[src/rtl/irq_ctrl.sv]
// irq_ctrl: 8-source priority interrupt controller feeding CP0 interrupt_source (request to output: 2 cycles, no backpressure).
// Claim/complete through a small register window; define IRQ_CTRL_NEST_EN to let higher sources preempt an in-service one.
module irq_ctrl #(
   parameter int N_SRC = 8
) (
   input  logic        clock,
   input  logic        reset,
   input  logic [7:0]  irq_in,
   input  logic [2:0]  addr,
   input  logic        rd_en,
   input  logic        wr_en,
   input  logic [63:0] wr_data,
   output logic [63:0] rd_data,
   output logic [7:0]  interrupt_source,
   output logic        busy
);

   localparam logic [7:0] SRC_MASK = 8'((16'd1 << N_SRC) - 16'd1);

   localparam logic [2:0] A_PENDING    = 3'd0;
   localparam logic [2:0] A_ENABLE     = 3'd1;
   localparam logic [2:0] A_EDGE       = 3'd2;
   localparam logic [2:0] A_CLAIM      = 3'd3;
   localparam logic [2:0] A_IN_SERVICE = 3'd4;

   // Encoding keeps busy equal to state bit 1 so it comes straight off a flop.
   typedef enum logic [1:0] {
      ST_IDLE    = 2'b00,
      ST_REQ     = 2'b01,
      ST_SERVICE = 2'b10,
      ST_PREEMPT = 2'b11
   } state_t;

   state_t      state_q, state_d;
   logic [7:0]  irq_q, pending, enable, edge_sel, in_service;
   logic [7:0]  pending_d, enable_d, edge_sel_d, in_service_d;
   logic [7:0]  eligible, eligible_d, edge_det;
   logic [7:0]  claim_mask, cmpl_mask, w1c_mask;
   logic        sel_vld, claim_fire;
   logic [2:0]  sel_id, cmpl_id;
   logic        unused_wr_data;

   assign unused_wr_data = ^wr_data[63:8];

   function automatic logic [7:0] eligible_f(input logic [7:0] pend,
                                             input logic [7:0] en,
                                             input logic [7:0] svc);
      logic [7:0] cand;
      cand = pend & en & ~svc;
`ifdef IRQ_CTRL_NEST_EN
      for (int i = 0; i < 8; i++) begin
         if (svc[i]) cand = cand & (8'hFF << (i + 1));
      end
`else
      if (svc != 8'd0) cand = 8'd0;
`endif
      return cand;
   endfunction

   assign eligible = eligible_f(pending, enable, in_service);

   // Ascending scan so the highest eligible index wins.
   always_comb begin
      sel_vld = 1'b0;
      sel_id  = 3'd0;
      for (int i = 0; i < 8; i++) begin
         if (eligible[i]) begin
            sel_vld = 1'b1;
            sel_id  = 3'(i);
         end
      end
   end

   assign edge_det   = irq_in & ~irq_q;
   assign claim_fire = rd_en && (addr == A_CLAIM) && sel_vld;
   assign claim_mask = claim_fire ? (8'd1 << sel_id) : 8'd0;
   assign cmpl_id    = wr_data[2:0];
   assign cmpl_mask  = (wr_en && (addr == A_CLAIM) && (int'(cmpl_id) < N_SRC))
                       ? (8'd1 << cmpl_id) : 8'd0;
   assign w1c_mask   = (wr_en && (addr == A_PENDING)) ? wr_data[7:0] : 8'd0;

   // Edge-type set wins over a same-cycle W1C or claim clear.
   assign pending_d    = SRC_MASK & ((~edge_sel & irq_in) |
                         (edge_sel & (edge_det | (pending & ~w1c_mask & ~claim_mask))));
   assign in_service_d = SRC_MASK & ((in_service & ~cmpl_mask) | claim_mask);
   assign enable_d     = (wr_en && (addr == A_ENABLE)) ? (wr_data[7:0] & SRC_MASK) : enable;
   assign edge_sel_d   = (wr_en && (addr == A_EDGE))   ? (wr_data[7:0] & SRC_MASK) : edge_sel;
   assign eligible_d   = eligible_f(pending_d, enable_d, in_service_d);

   always_comb begin
      state_d = ST_IDLE;
      if (in_service_d != 8'd0) begin
         state_d = (eligible_d != 8'd0) ? ST_PREEMPT : ST_SERVICE;
      end else if (eligible_d != 8'd0) begin
         state_d = ST_REQ;
      end
   end

   always_ff @(posedge clock) begin
      if (reset) begin
         state_q          <= ST_IDLE;
         irq_q            <= 8'd0;
         pending          <= 8'd0;
         enable           <= 8'd0;
         edge_sel         <= 8'd0;
         in_service       <= 8'd0;
         interrupt_source <= 8'd0;
      end else begin
         state_q          <= state_d;
         irq_q            <= irq_in;
         pending          <= pending_d;
         enable           <= enable_d;
         edge_sel         <= edge_sel_d;
         in_service       <= in_service_d;
         interrupt_source <= sel_vld ? (8'd1 << sel_id) : 8'd0;
      end
   end

   assign busy = state_q[1];

   always_comb begin
      rd_data = 64'd0;
      case (addr)
         A_PENDING:    rd_data[7:0] = pending;
         A_ENABLE:     rd_data[7:0] = enable;
         A_EDGE:       rd_data[7:0] = edge_sel;
         A_CLAIM: begin
            rd_data[8]   = sel_vld;
            rd_data[2:0] = sel_id;
         end
         A_IN_SERVICE: rd_data[7:0] = in_service;
         default:      rd_data = 64'd0;
      endcase
   end

endmodule
[config.mk]
export PLATFORM = sky130hd
export DESIGN_NAME = irq_ctrl
export DESIGN_NICKNAME = d
export VERILOG_FILES = /design/src/rtl/irq_ctrl.sv
export SDC_FILE = /design/constraint.sdc
export NUM_CORES = 1
export LEC_CHECK = 0
export CORE_MARGIN = 3
export CORE_UTILIZATION = 40
export DETAILED_ROUTE_END_ITERATION = 12
export MAX_ROUTING_LAYER = met4
export PLACE_DENSITY = 0.91
export SLEW_MARGIN = 20
export SYNTH_ARGS = -nofsm -noshare
export SYNTH_HDL_FRONTEND = slang
export SYNTH_SLANG_ARGS = --single-unit
[constraint.sdc]
create_clock -name clock -period 2.2 [get_ports clock]
set_input_delay 0.33 -clock clock [delete_from_list [all_inputs] [get_ports clock]]
set_output_delay 0.33 -clock clock [all_outputs]
set_load 0.01 [all_outputs]
==> impl_results.md <==
- Outcome: finished, final reports clean
- Count of boundary I/O pins: 152
- Post-synth EDFFs: 0
- Number of buffers on the longest clock path: 2
- Logic pwr share: 14.7%
- Fin Clk Skew: 0.00874 ns
- Routability Congestion: 1.01
- Critical path fanouts, max: 4
- Detailed-route DRC error count: 0
- Clock latency at the later pin of the worst-skew pair: 0.31 ns
- IO buf count: 40
- Reg2Reg Depth: 9
- GR met1 Demand/Resource: 23.7%
- Antenna cells: 0
- Cell with the biggest individual delay on the critical path: sky130_fd_sc_hd__dfxtp_4
- Critical path data arrival time: 1.82 ns
- Launch point of the critical path: in_service[6]
- First-pass GRT wire length: 12300 um
- Avg Cell Area, Syn: 8.60 um^2
- Worst hold path type: flip-flop to flip-flop
- Hold violation total from the final report: 0
- Final net count: 502
- Fill cell instance count of the final layout: 637
- Sequential share of the synthesized area: 34.3%
- Routed length per instance: 15.5 um
- Number of detailed-route iterations in the first pass: 4
- Switching Power: 0.000485 W
- Share of power burned in registers: 52.5%
- Maximum operating frequency: 466 MHz
- Critical Path Sink: rd_data[0]
- Largest net degree at the start of global routing: 26
- Number of buffers added by the clock tree synthesis step: 5
- ANT nets after route: 0
- Clock Power Share: 32.8%
- Die boundary width: 90.5 um
- CTS sink count: 49
- Post-CTS Hold Fix Bufs: 0
- Switching Share: 27.6%
- Number of standard cells after synthesis: 332
- Total global routing track utilization: 19.4%
- Number of warnings reported in the yosys synthesis log: 0
- Iteration-0 DRC count of the detailed router: 153
- Initial standard-cell utilization of the core: 41.6%
- Area of the mapped netlist: 2860 um^2
- Vias in the first global route: 2442
- Initial antenna violation count: 0
- Crit path largest cell delay: 0.38 ns
- Proportion of layout cells with a drive suffix above 1: 25.7%
- Design Area, Final: 3770 um^2
- Area post-placement: 3460 um^2
- Cell types with the largest area share after synthesis: sky130_fd_sc_hd__dfxtp_1, sky130_fd_sc_hd__buf_4, sky130_fd_sc_hd__mux2i_1
- Start of the worst register-to-register path: in_service[7]
- #FFs+latches synth: 49
- Period utilization: 97.6%
- P&R area growth vs syn: 32.0%
- Final routed wirelength across all metal layers: 8040 um
- Setup slack of the worst register-to-register path: 0.13 ns
- Clock-pin slew of the registers on the worst-case setup and hold paths: 0.09 ns
- Yosys cell types: 53
- Critical-path cell list: nor4_4 > and2_4 > buf_6 > o2bb2ai_4 > mux2i_1 > o22ai_1 > buf_2
- Maximum VDD drop: 0.000249 V
- Setup Crit Path Kind: flip-flop to output port
- Number of endpoints failing setup at the final stage: 0
- Root cell of the clock tree: sky130_fd_sc_hd__clkbuf_8
- Count of standard-cell rows: 30
- Worst Setup End Kind: output port
- FF-to-FF End: interrupt_source[6]
- Busiest metal layer after global routing: met2
- Final total power: 0.00176 W
- Remaining global-route overflow: 0
- Clock tree from TritonCTS: built
- Critical path data required time: 1.87 ns
- Internal Pwr Total: 0.00127 W
- Leak: 1.58 nW
- Met2 layer usage reported by global route: 32.2%
- DP Wirelength: 5840 um
- Maximum Capacitance Violations: 0
- Asr flop ratio synth: 0%
- Number of vias in the routed layout: 2603
- Yosys top cell area share: 34.3%
- Final critical path time including I/O delays and setup: 2.15 ns
- Vertical die dimension: 90.5 um
- RSZ-0062 raised after global routing: true
- Global-route track usage on met3: 4.00%
- Die area: 8190 um^2
- Core Footprint: 6870 um^2
- Category of the worst setup path launch point: flip-flop
- Maximum level of the CTS H-tree: 2
- Critical hold path startpoint: irq_q[7]
- Most used flip-flop cell after synthesis: sky130_fd_sc_hd__dfxtp_1
- Max-slew violation count: 0
- Cell type contributing the most total cell area after synthesis: sky130_fd_sc_hd__dfxtp_1
- Cell area power density: 466 nW/um^2
- Via density: 5.01
-- how the worst min path moves through the flow --
stage / endpoint / slack (ns) / cells past startpoint
6_report: pending[7] / 0.49 / 2
4_1_cts: pending[7] / 0.49 / 2
3_3_place_gp: pending[7] / 0.45 / 2
5_1_grt: pending[1] / 0.50 / 2
2_1_floorplan: irq_q[3] / 0.41 / 1
3_5_place_dp: pending[7] / 0.47 / 2
-- power by group through the flow --
stage | logic (W) | registers [W] | clock network, W
final | 0.000258 | 0.000923 | 0.000578
after global routing | 0.000278 | 0.000925 | 0.000612
after CTS | 0.000245 | 0.000925 | 0.000585
after detailed placement | 0.000242 | 0.000946 | 0
after global placement | 0.000239 | 0.000944 | 0
after floorplan | 0.000206 | 0.000942 | 0
-- per-layer routing --
metal / share of wire [%] / vias to the layer above
met4: 1.1 / 0
li1: - / 1232
met2: 50 / 106
met3: 7.1 / 9
met1: 42 / 1256
met5: 0 / -
-- cells in the mapped netlist (all sizes together) (3+ instances only) --
| master | count |
|---|---|
| nand2b | 4 |
| buf | 60 |
| dfxtp | 49 |
| nor4 | 5 |
| nor3 | 5 |
| mux2i | 25 |
| o21ai | 15 |
| inv | 4 |
| nor2b | 9 |
| and2 | 3 |
| nand3b | 6 |
| nand4 | 3 |
| nand2 | 38 |
| a22o | 7 |
| clkbuf | 6 |
| a211oi | 7 |
| a21oi | 18 |
| nor2 | 36 |
| nand3 | 3 |
-- area by class of cell --
class	instances	area, um^2	area share [%]
Timing Repair Buffer	96	820	21.7
Clock buffer	6	82.6	2.19
Inverter	4	15.0	0.398
Multi-Input combinational cell	267	1720	45.7
Sequential cell	49	998	26.5
Clock inverter	2	13.8	0.365
Tap cell	96	120	3.19
-- critical path, delay by kind of cell (launching register included) --
family                 cells  cell delay [ns]
AOI/OAI and AO/OA          2             0.25
buffers and inverters      2             0.26
DFF                        1             0.38
muxes                      1             0.11
and+or+nand+nor            2             0.52
-- through the flow --
| stage | worst slack, ns | util (%) | cells | hold slack [ns] | TNS (ns) |
|---|---|---|---|---|---|
| floorplan | 0.471 | - | 386 | 0.413 | 0 |
| global placement | -0.203 | 50.4 | 500 | 0.450 | -1.59 |
| detailed placement | -0.228 | 50.4 | 500 | 0.468 | -1.77 |
| CTS | -0.172 | 53.4 | 519 | 0.491 | -1.55 |
| global route | -0.0262 | 54.9 | 520 | 0.502 | -0.0262 |
| finish | 0.0524 | 54.9 | 520 | 0.490 | 0 |
-- repair_timing --
action / CTS / global route
endpoints found under the setup margin: 9 / 24
resized for setup: 28 / 36
pin swaps: 7 / 10
buffers inserted: 11 / 6
-- cells by family after synthesis --
| family | count (synthesis) | synth area share [%] |
|---|---|---|
| compound gates | 61 | 15.0 |
| buf+inv | 70 | 16.6 |
| flops | 49 | 34.3 |
| mux | 25 | 8.76 |
| other cells | 1 | 0.131 |
| simple gates | 126 | 25.1 |
-- cell usage in the layout (no fill, tap or decap), types with 5 or more instances in the layout --
master	synthesis	routed
sky130_fd_sc_hd__o21ai_0	13	12
sky130_fd_sc_hd__clkbuf_8	0	6
sky130_fd_sc_hd__mux2i_1	25	25
sky130_fd_sc_hd__dfxtp_1	49	41
sky130_fd_sc_hd__a21oi_1	18	17
sky130_fd_sc_hd__buf_4	56	50
sky130_fd_sc_hd__nand2_1	37	33
sky130_fd_sc_hd__dfxtp_2	0	5
sky130_fd_sc_hd__nor2b_1	9	9
sky130_fd_sc_hd__a211oi_1	7	7
sky130_fd_sc_hd__conb_1	1	55
sky130_fd_sc_hd__buf_6	0	5
sky130_fd_sc_hd__a22o_1	7	7
sky130_fd_sc_hd__nor2_1	36	35
sky130_fd_sc_hd__clkdlybuf4s50_1	0	31
Power figures use the tool's default switching activity.
